[src/rtl/regfile_write_ctrl.sv]
// Write side of the 16-entry register file: owns r0..r15 and runs a 16-cycle clear sweep to CLR_VALUE.
// Latency: a write is visible on rN the cycle after the accepting edge; clr_done pulses the cycle after the 16th sweep edge.
// Backpressure: wr_ready is low for the whole sweep, and writes offered then are dropped, not queued.
// Optional macro REG0_ZERO_EN makes r0 read as zero; writes to address 0 are then accepted and discarded.
module regfile_write_ctrl #(
    parameter int              WIDTH     = 16,
    parameter logic [WIDTH-1:0] CLR_VALUE = {WIDTH{1'b0}}
) (
    input  logic             clk,
    input  logic             reset,
    input  logic             wr_valid,
    input  logic [3:0]       wr_addr,
    input  logic [WIDTH-1:0] wr_data,
    output logic             wr_ready,
    input  logic             clr_req,
    output logic             busy,
    output logic             clr_done,
    output logic [WIDTH-1:0] r0,
    output logic [WIDTH-1:0] r1,
    output logic [WIDTH-1:0] r2,
    output logic [WIDTH-1:0] r3,
    output logic [WIDTH-1:0] r4,
    output logic [WIDTH-1:0] r5,
    output logic [WIDTH-1:0] r6,
    output logic [WIDTH-1:0] r7,
    output logic [WIDTH-1:0] r8,
    output logic [WIDTH-1:0] r9,
    output logic [WIDTH-1:0] r10,
    output logic [WIDTH-1:0] r11,
    output logic [WIDTH-1:0] r12,
    output logic [WIDTH-1:0] r13,
    output logic [WIDTH-1:0] r14,
    output logic [WIDTH-1:0] r15
);

    typedef enum logic {IDLE, CLEAR} state_t;

`ifdef REG0_ZERO_EN
    // r0 keeps real storage but every load path feeds it zero, so it reads as a constant.
    localparam logic [WIDTH-1:0] R0_CLR = {WIDTH{1'b0}};
    localparam bit               WR0_EN = 1'b0;
`else
    localparam logic [WIDTH-1:0] R0_CLR = CLR_VALUE;
    localparam bit               WR0_EN = 1'b1;
`endif

    state_t           state;
    logic [3:0]       cnt;
    logic [WIDTH-1:0] regs [16];

    always_ff @(posedge clk) begin
        if (reset) begin
            for (int i = 0; i < 16; i++) begin
                regs[i] <= (i == 0) ? R0_CLR : CLR_VALUE;
            end
            state    <= IDLE;
            cnt      <= 4'd0;
            wr_ready <= 1'b1;
            busy     <= 1'b0;
            clr_done <= 1'b0;
        end else begin
            clr_done <= 1'b0;
            case (state)
                IDLE: begin
                    // A write and a clear request on the same edge both take effect.
                    if (wr_valid && (WR0_EN || wr_addr != 4'd0)) begin
                        regs[wr_addr] <= wr_data;
                    end
                    if (clr_req) begin
                        state    <= CLEAR;
                        cnt      <= 4'd0;
                        wr_ready <= 1'b0;
                        busy     <= 1'b1;
                    end
                end
                CLEAR: begin
                    regs[cnt] <= (cnt == 4'd0) ? R0_CLR : CLR_VALUE;
                    cnt       <= cnt + 4'd1;
                    if (cnt == 4'd15) begin
                        state    <= IDLE;
                        wr_ready <= 1'b1;
                        busy     <= 1'b0;
                        clr_done <= 1'b1;
                    end
                end
                default: begin
                    state    <= IDLE;
                    wr_ready <= 1'b1;
                    busy     <= 1'b0;
                end
            endcase
        end
    end

    assign r0  = regs[0];
    assign r1  = regs[1];
    assign r2  = regs[2];
    assign r3  = regs[3];
    assign r4  = regs[4];
    assign r5  = regs[5];
    assign r6  = regs[6];
    assign r7  = regs[7];
    assign r8  = regs[8];
    assign r9  = regs[9];
    assign r10 = regs[10];
    assign r11 = regs[11];
    assign r12 = regs[12];
    assign r13 = regs[13];
    assign r14 = regs[14];
    assign r15 = regs[15];

endmodule

[config.mk]
export PLATFORM = sky130hd
export DESIGN_NAME = regfile_write_ctrl
export DESIGN_NICKNAME = d
export VERILOG_FILES = /design/src/rtl/regfile_write_ctrl.sv
export SDC_FILE = /design/constraint.sdc
export NUM_CORES = 1
export LEC_CHECK = 0
export ABC_AREA = 1
export ABC_CLOCK_PERIOD_IN_PS = 2700
export BUFFER_PORTS_ARGS = -buffer_cell sky130_fd_sc_hd__buf_2
export CAP_MARGIN = 40
export CORE_UTILIZATION = 35
export DETAILED_ROUTE_END_ITERATION = 16
export GPL_TIMING_DRIVEN = 0
export SYNTH_ARGS = -nofsm -noshare
export SYNTH_HDL_FRONTEND = slang
export SYNTH_SLANG_ARGS = --single-unit
[constraint.sdc]
create_clock -name clk -period 2.7 [get_ports clk]
set_input_delay 0.27 -clock clk [delete_from_list [all_inputs] [get_ports clk]]
set_output_delay 0.27 -clock clk [all_outputs]
set_load 0.005 [all_outputs]
* Word-level counts from Yosys, hierarchy flattened
Memories as Yosys holds them, arrays and structs flattened. Index checks and enable logic that the tools add are counted.
Word-level totals: bits in registers 8, latch bits 0, memory bits (writable) 256, bits in read-only memories 0, input bits 24, output and inout bits 259, logic and storage cells 42, memories 1
Cells by class: $add $sub $neg 1, multiply operators 0, divide/modulo/power cells 0, order comparisons 0, eq/ne operators 3, shifts and indexed selects 0, multiplexer cells 27, bitwise logic cells 1, reductions and logical operators 4
Memory list:
- regs | depth 16, width 16, rd ports 16, clocked after memory_dff 0, write ports 16, RTL line 49 | logic [WIDTH-1:0] regs [16];
Operator list (count):
- $mux W16 | 2
- $reduce_or A16 Y1 | 2
- $mux W1 | 18
- $mux W4 | 3
- $pmux W4 S2 | 1
- $pmux W1 S2 | 3
- $add A4 B1 Y4 const B | 1
- $eq A4 B4 Y1 const B | 1
- $ne A2 B1 Y1 const B | 1
- $ne A2 B2 Y1 const B | 1
- $reduce_and A2 Y1 | 1
- $reduce_or A2 Y1 | 1
- $not A1 Y1 | 1

* Logic depth before layout (Yosys ltp)
Gate-level depths: netlist (run 1).
word-level depth 7, depth in mapped cells 9

* Worst setup path before layout (run 1)
OpenSTA, ideal clock, no wires.
path type register to register, start register state, end memory regs[0][0] (enable), setup time 0.411 ns, arrival time 2.190 ns, setup slack 0.099 ns, cell stages (with the launch flop) 8, path buffers 3, period minus slack after synthesis 2.601 ns, cells stage by stage dfxtp_1 buf_6 buf_6 nand3b_1 nand2_1 nand3_2 buf_2 o21ai_0
RTL lines:
- from (decl) | RTL line 47 | state_t state;
- from (signal assigned) | RTL line 56 | state <= IDLE;
- from (signal assigned) | RTL line 70 | state <= CLEAR;
- from (signal assigned) | RTL line 80 | state <= IDLE;
- to (decl) | RTL line 49

==> results of run 1 <==
[metrics by stage]
step / hold slack (ns) / worst slack (ns) / power [uW] / utilization / TNS [ns]
after CTS: 0.2368 / 0.07788 / 9441 / 0.4528 / 0
final: 0.2621 / 0.1689 / 9379 / 0.4533 / 0
after global placement: 0.4440 / -0.9934 / 5703 / 0.4177 / -195.29
after detailed placement: 0.4482 / -0.1185 / 5733 / 0.4232 / -3.403
after global routing: 0.2474 / 0.008115 / 9661 / 0.4533 / 0
after floorplan: 0.3424 / 0.09905 / 5260 / - / 0
[routing by layer]
metal / global-route usage / vias to the layer above
li1: - / 3289
met1: 0.2940 / 3582
met3: 0.03385 / 34
met4: 0.03276 / 0
met2: 0.3444 / 301
met5: 0 / -
[cells by family (layout without fill, tap and decap cells)]
kind of cell             Yosys count  count (layout)  synth area share
AND/OR/NAND/NOR                  325             325            0.2085
AO/OA/AOI/OAI                     22              22           0.01062
flip-flops                       264             264            0.7242
adder cells (fa/ha/maj)            1               1          0.001154
buffers and inverters             87             441           0.05554
[area by class of cell]
class	instances	area [um2]
clock inverters	20	145.1
fillers	2815	16680
well taps	396	495.5
flip-flops and latches	264	7848
inverters	8	30.03
repair buffers	302	1593
plain buffers	79	571.8
multi-input cells	348	2410
clock buffers	32	737.0
[cell usage after synthesis, drive strengths merged]
library cell / instances
a21o: 1
a21oi: 3
edfxtp: 256
nor3: 257
nand3b: 2
clkbuf: 13
buf: 66
nor3b: 1
ha: 1
nand3: 12
nand2: 46
dfxtp: 8
nor2: 7
o21ai: 17
a22oi: 1
inv: 8
[sequential cells by signal, summed over array words and instances (netlist names)]
name / flops
regs: 256
cnt: 4
busy: 1
clr_done: 1
state: 1
wr_ready: 1
[worst max-delay path: stages (launching register included)]
cell	delay (ns)
dfxtp_1	0.33
buf_6	0.15
buf_6	0.14
nand3b_1	0.08
nand2_1	0.11
nand3_2	0.17
buf_2	0.27
o21ai_1	0.70
buf_4	0.30
[power by group through the flow]
stage,Combinational (uW),Sequential [uW],Clock (uW)
floorplan,443,4820,0
global placement,893,4810,0
detailed placement,935,4800,0
CTS,938,4710,3790
global route,995,4720,3940
finish,930,4710,3740
[worst min path at each step]
| stage | depth (start not counted) | endpoint | slack, ns | start |
|---|---|---|---|---|
| floorplan | 1 | cnt[1] | 0.34 | reset |
| global placement | 1 | wr_ready | 0.44 | wr_ready |
| detailed placement | 1 | wr_ready | 0.45 | wr_ready |
| CTS | 3 | regs[0][12] | 0.24 | wr_data[12] |
| global route | 3 | regs[0][12] | 0.25 | wr_data[12] |
| finish | 3 | regs[0][12] | 0.26 | wr_data[12] |
[what timing repair did]
action | CTS | global route
buffers inserted | 0 | 0
hold buffers | 2 | 0
resized for setup | 0 | 2
endpoints found under the setup margin | 0 | 14
hold endpoints to repair | 2 | 0
==> impl_metrics.env, run 1 <==
export IMPL_status="finished, final reports clean"
export IMPL_syn_area_um2=10840
export IMPL_post_synth_top_area_fraction=0.7094
export IMPL_antennaDiodeCount=0
export IMPL_startpoint_to_endpoint_class_of_the_critical_path="flop to flop"
export IMPL_slew_headroom=0.3960
export IMPL_worst_case_reg_to_reg_path_depth=8
export IMPL_root_driver="clkbuf_16"
export IMPL_worstReg2RegEnd="regs[2][4]"
export IMPL_timing_critical_path_to_type="flop"
export IMPL_placed_cells_incl_taps=1394
export IMPL_worst_endpoint_arrival_ns=2.78
export IMPL_crit_path_start="state"
export IMPL_synth_ff_latch_count=264
export IMPL_cap_viol_max_count=0
export IMPL_avgViaCountPerCell=4.973
export IMPL_timing_final_setup_violations=0
export IMPL_routed_wire_length_per_instance_um=23.16
export IMPL_final_std_cell_area_no_fill_um2=13830
export IMPL_setup_reg_to_reg_worst_slack_ns=0.17
export IMPL_yosysUniqueCellTypes=24
export IMPL_min_path_type="input pin to flop"
export IMPL_h_tree_depth=1
export IMPL_clock_path_buffers=3
export IMPL_share_seq_of_total_power=0.502
export IMPL_routed_wl_met2_mm=16.14
export IMPL_number_of_antenna_violations_at_the_first_check_in_global_routing=0
export IMPL_area_inside_the_core_boundary_um2=30510
export IMPL_vias=7206
export IMPL_num_io_pins=283
export IMPL_fmax_ghz=0.3951
export IMPL_critical_path_startpoint_type="flop"
export IMPL_cp_max_fo=10
export IMPL_worst_clock_skew_ns=0.008754
export IMPL_initial_core_util=0.3552
export IMPL_grt_pass1_vias=6815
export IMPL_netSwitchingFraction=0.2475
export IMPL_place_detailed_hpwl_mm=23.15
export IMPL_grtUsageTotal=0.2090
export IMPL_worst_endpoint_required_ns=2.95
export IMPL_routed_wirelength_mm=33.57
export IMPL_globalplace_congestion=0.7702
export IMPL_unrepaired_setup_endpoints_after_global_routing="no"
export IMPL_power_switching_uw=2321
export IMPL_leakage_uw=0.005259
export IMPL_synth_area_top_cells="edfxtp_1 (71%), nor3_2 (11%), nor3_1 (6.2%), buf_6 (2.9%), dfxtp_1 (1.5%)"
export IMPL_cts_tree="done"
export IMPL_clk_latency_ns=0.54
export IMPL_die_h_um=178.0
export IMPL_postSynthCellCount=699
export IMPL_stdcell_count=1449
export IMPL_combPwrFrac=0.099
export IMPL_layout_common_cells="buf_2 (313), edfxtp_1 (256), nor3_1 (135)"
export IMPL_layout_net_count=1056
export IMPL_area_delta_synth_final_pct=27.62
export IMPL_p_clk_frac=0.399
export IMPL_critical_path_reg2reg_startpoint="state"
export IMPL_synth_seq_area_share=0.7242
export IMPL_yosysWarnings=0
export IMPL_drt_iter0_drc=599
export IMPL_clkSlewWorstSetupHoldPaths_ns=0.06
export IMPL_final_hold_viol_count=0
export IMPL_die_width_um=178.0
export IMPL_die_ar_um2=31670
export IMPL_syn_nets=724
export IMPL_remaining_drc_errors=0
export IMPL_grt_overflow_total=0
export IMPL_ir_worst_vdd_mv=0.4298
export IMPL_detail_route_first_pass_iterations=5
export IMPL_tightest_slew_ns=0.9059
export IMPL_met3WireLength_mm=2.311
export IMPL_finalWorstPathRequiredPeriod_ns=2.531
export IMPL_postPlaceCellArea_um2=12910
export IMPL_finalMaxSlewViolations=0
export IMPL_cts_buffers_inserted=28
export IMPL_layout_cells_most_common="buf_2"
export IMPL_power_internal_uw=7058
export IMPL_routed_top_layer="met4"
export IMPL_worstSetupEndpoint="regs[2][4]"
export IMPL_synth_largest_area_cell="edfxtp_1"
export IMPL_grt_start_max_net_pins=17
export IMPL_post_synth_cell_area_avg_um2=15.50
export IMPL_port_buffers=282
export IMPL_met1Wirelength_mm=14.66
export IMPL_grt_first_pass_wirelength_mm=46.77
export IMPL_power_density_nw_per_um2=678.2
export IMPL_post_route_cells_drive_above_1_share=0.5271
export IMPL_layout_worst_path_cycle_share=0.9374
export IMPL_placement_rows=64
export IMPL_tritoncts_num_sinks=264
export IMPL_route_antenna_remaining_nets=0
(Power assumes the default switching activity.)
==> run 2: changes to the inputs <==
Settings changed: ABC_AREA 1 to default, CORE_UTILIZATION 35 to 47, PLACE_DENSITY from default to 0.76.
==> run 2 against run 1 <==
Synthesized area fell by 5.0%. Clock power is 5% lower. Largest cell class unchanged. Largest power group unchanged. Core utilization rose by 17 points. Critical path type unchanged. Count of clock-buffer cells in the layout decreased by 4. Critical path depth down 1. Combinational power decreased by 9.7%.
==> impl_metrics.env, run 2 <==
export IMPL_unrepaired_setup_endpoints_after_global_routing="no"
export IMPL_power_switching_uw=2172
export IMPL_place_detailed_hpwl_mm=21.67
export IMPL_synthMostInstantiatedCell="edfxtp_1"
export IMPL_clock_path_buffers=3
export IMPL_tightest_slew_ns=0.9158
export IMPL_syn_area_um2=10290
export IMPL_leakage_uw=0.005027
export IMPL_layout_net_count=1033
export IMPL_grt_pass1_vias=7191
export IMPL_timing_critical_path_max_delay_family="buffers and inverters"
export IMPL_route_antenna_remaining_nets=0
export IMPL_routed_wirelength_mm=31.41
export IMPL_hold_start="clr_req"
export IMPL_number_of_enable_flip_flop_cells_after_synthesis=256
export IMPL_largest_register_ff_count=256
export IMPL_cts_buffers_inserted=26
export IMPL_cp_max_fo=10
export IMPL_drt_iter0_drc=610
export IMPL_timing_critical_path_to_type="flop"
export IMPL_setup_reg_to_reg_worst_slack_ns=0.19
export IMPL_area_inside_the_core_boundary_um2=21220
export IMPL_h_tree_depth=1
export IMPL_power_density_nw_per_um2=692.4
export IMPL_crit_slowest_cell="o31ai_2"
export IMPL_netSwitchingFraction=0.2386
export IMPL_worstSetupEndpoint="regs[9][7]"
export IMPL_number_of_antenna_violations_at_the_first_check_in_global_routing=0
export IMPL_post_synth_top_area_fraction=0.7471
export IMPL_post_synth_cell_area_avg_um2=15.09
export IMPL_cts_tree="done"
export IMPL_timing_critical_path_slowest_cell_delay_ns=0.60
export IMPL_finalMaxSlewViolations=0
export IMPL_grt_start_max_net_pins=17
export IMPL_worst_endpoint_arrival_ns=2.73
export IMPL_worstReg2RegEnd="regs[9][7]"
export IMPL_status="finished, final reports clean"
export IMPL_slew_headroom=0.3895
export IMPL_worst_clock_skew_ns=0.008500
export IMPL_avgViaCountPerCell=5.767
export IMPL_detail_route_first_pass_iterations=5
export IMPL_post_route_cells_drive_above_1_share=0.4158
export IMPL_synth_largest_area_cell="edfxtp_1"
export IMPL_clkSlewWorstSetupHoldPaths_ns=0.06
export IMPL_stdcell_count=1302
export IMPL_async_flop_share=0
export IMPL_finalWorstPathRequiredPeriod_ns=2.510
export IMPL_antennaDiodeCount=0
export IMPL_report_power_total_uw=9102
export IMPL_worst_endpoint_required_ns=2.92
export IMPL_top_register="regs"
export IMPL_remaining_drc_errors=0
export IMPL_synth_ff_latch_count=264
export IMPL_critical_path_reg2reg_startpoint="state"
export IMPL_synth_flop_cell="edfxtp_1"
export IMPL_clk_latency_ns=0.52
export IMPL_postPlaceCellArea_um2=12300
export IMPL_critical_path_startpoint_type="flop"
export IMPL_synth_seq_area_share=0.7626
export IMPL_fin_setup_tns_ns=0
export IMPL_area_delta_synth_final_pct=27.75
export IMPL_postSynthCellCount=682
export IMPL_crit_top_cell="buf_4"
export IMPL_die_ar_um2=22490
export IMPL_vias=7509
export IMPL_cap_viol_max_count=0
export IMPL_grtUsageTotal=0.2774
export IMPL_combPwrFrac=0.092
export IMPL_critical_path_cell_chain="buf_2 > nand2b_2 > buf_6 > mux2i_1 > buf_4 > o31ai_2 > buf_4"
export IMPL_layout_common_cells="buf_2 (318), edfxtp_1 (256), nor3_1 (250)"
export IMPL_grt_overflow_total=0
export IMPL_critical_path_buf_inv_count=4
export IMPL_final_std_cell_area_no_fill_um2=13150
export IMPL_ir_worst_vdd_mv=0.3887
export IMPL_placed_cells_incl_taps=1255
export IMPL_final_hold_worst_slack_ns=0.01356
export IMPL_syn_nets=707
export IMPL_min_path_type="input pin to flop"
export IMPL_yosysWarnings=0
export IMPL_grt_first_pass_wirelength_mm=44.43
export IMPL_port_buffers=282
export IMPL_layout_worst_path_cycle_share=0.9298
export IMPL_power_internal_uw=6931
export IMPL_yosysUniqueCellTypes=33
export IMPL_yosys_top_cells_count="edfxtp_1 (256), nor3_1 (250), buf_2 (36)"
export IMPL_die_width_um=150.0
export IMPL_final_hold_viol_count=0
export IMPL_tritoncts_num_sinks=264
export IMPL_globalplace_congestion=0.8544
export IMPL_p_clk_frac=0.389
export IMPL_share_seq_of_total_power=0.519
export IMPL_path_depth=7
export IMPL_synth_area_top_cells="edfxtp_1 (75%), nor3_1 (12%), buf_2 (1.8%), buf_6 (1.8%), dfxtp_1 (1.6%)"
export IMPL_leading_registers_by_flop_count="regs (256), cnt (4)"
export IMPL_timing_final_setup_violations=0
export IMPL_placement_rows=53
export IMPL_routed_wire_length_per_instance_um=24.13
export IMPL_die_h_um=150.0
export IMPL_initial_core_util=0.4849
export IMPL_fmax_ghz=0.3983
export IMPL_startpoint_to_endpoint_class_of_the_critical_path="flop to flop"
export IMPL_crit_path_start="state"
export IMPL_num_io_pins=283
export IMPL_holdBufCountCts=0
export IMPL_root_driver="clkbuf_16"
export IMPL_layout_cells_most_common="buf_2"
export IMPL_worst_case_reg_to_reg_path_depth=7
==> run 2: cell families after synthesis <==
kind of cell	count (synthesis)	synth area share
adder cells (fa/ha/maj)	1	0.001216
AND/OR/NAND/NOR	307	0.1611
multiplexers	2	0.002432
XOR/XNOR	2	0.001703
buffers and inverters	76	0.04596
flip-flops	264	0.7626
AO/OA/AOI/OAI	30	0.02493
==> run 2: per-stage QoR <==
stage | setup WS (ns) | util
final | 0.1895 | 0.6195
after global routing | 0.01144 | 0.6195
after CTS | 0.1659 | 0.6190
after detailed placement | 0.1288 | 0.5798
after global placement | -0.9218 | 0.5676
after floorplan | -0.05284 | -
==> run 2: cell type report <==
class	count	area [um2]
plain buffers	69	446.7
clock buffers	28	679.4
clock inverters	19	152.6
fillers	1697	8075
inverters	7	26.28
multi-input cells	342	2102
flip-flops and latches	264	7848
well taps	275	344.1
repair buffers	298	1546
==> run 2: timing repair <==
item	in CTS	in global routing
resized for setup	0	1
buffers inserted	0	0
endpoints found under the setup margin	0	7
==> run 2: metal layers <==
metal / up-vias / wire (um) / GRT usage
met4: 0 / 1015 / 0.1020
met2: 447 / 15220 / 0.4465
met5: - / 0 / 0
met1: 3701 / 12300 / 0.3763
li1: 3294 / - / -
met3: 67 / 2874 / 0.05244
==> run 2: how the worst min path moves through the flow <==
stage                     depth (start not counted)  slack [ns]    end
after CTS                                         2       0.009  state
after floorplan                                   1        0.38  state
final                                             2        0.01  state
after global routing                              2       0.009  state
after detailed placement                          1        0.46   busy
after global placement                            1        0.46   busy
==> run 2: power groups by stage <==
stage          clock network (uW)  registers [uW]  logic (uW)
3_3_place_gp                    0            4820         767
2_1_floorplan                   0            4830         359
3_5_place_dp                    0            4810         829
4_1_cts                      3560            4720         833
6_report                     3540            4720         840
5_1_grt                      3730            4730         893
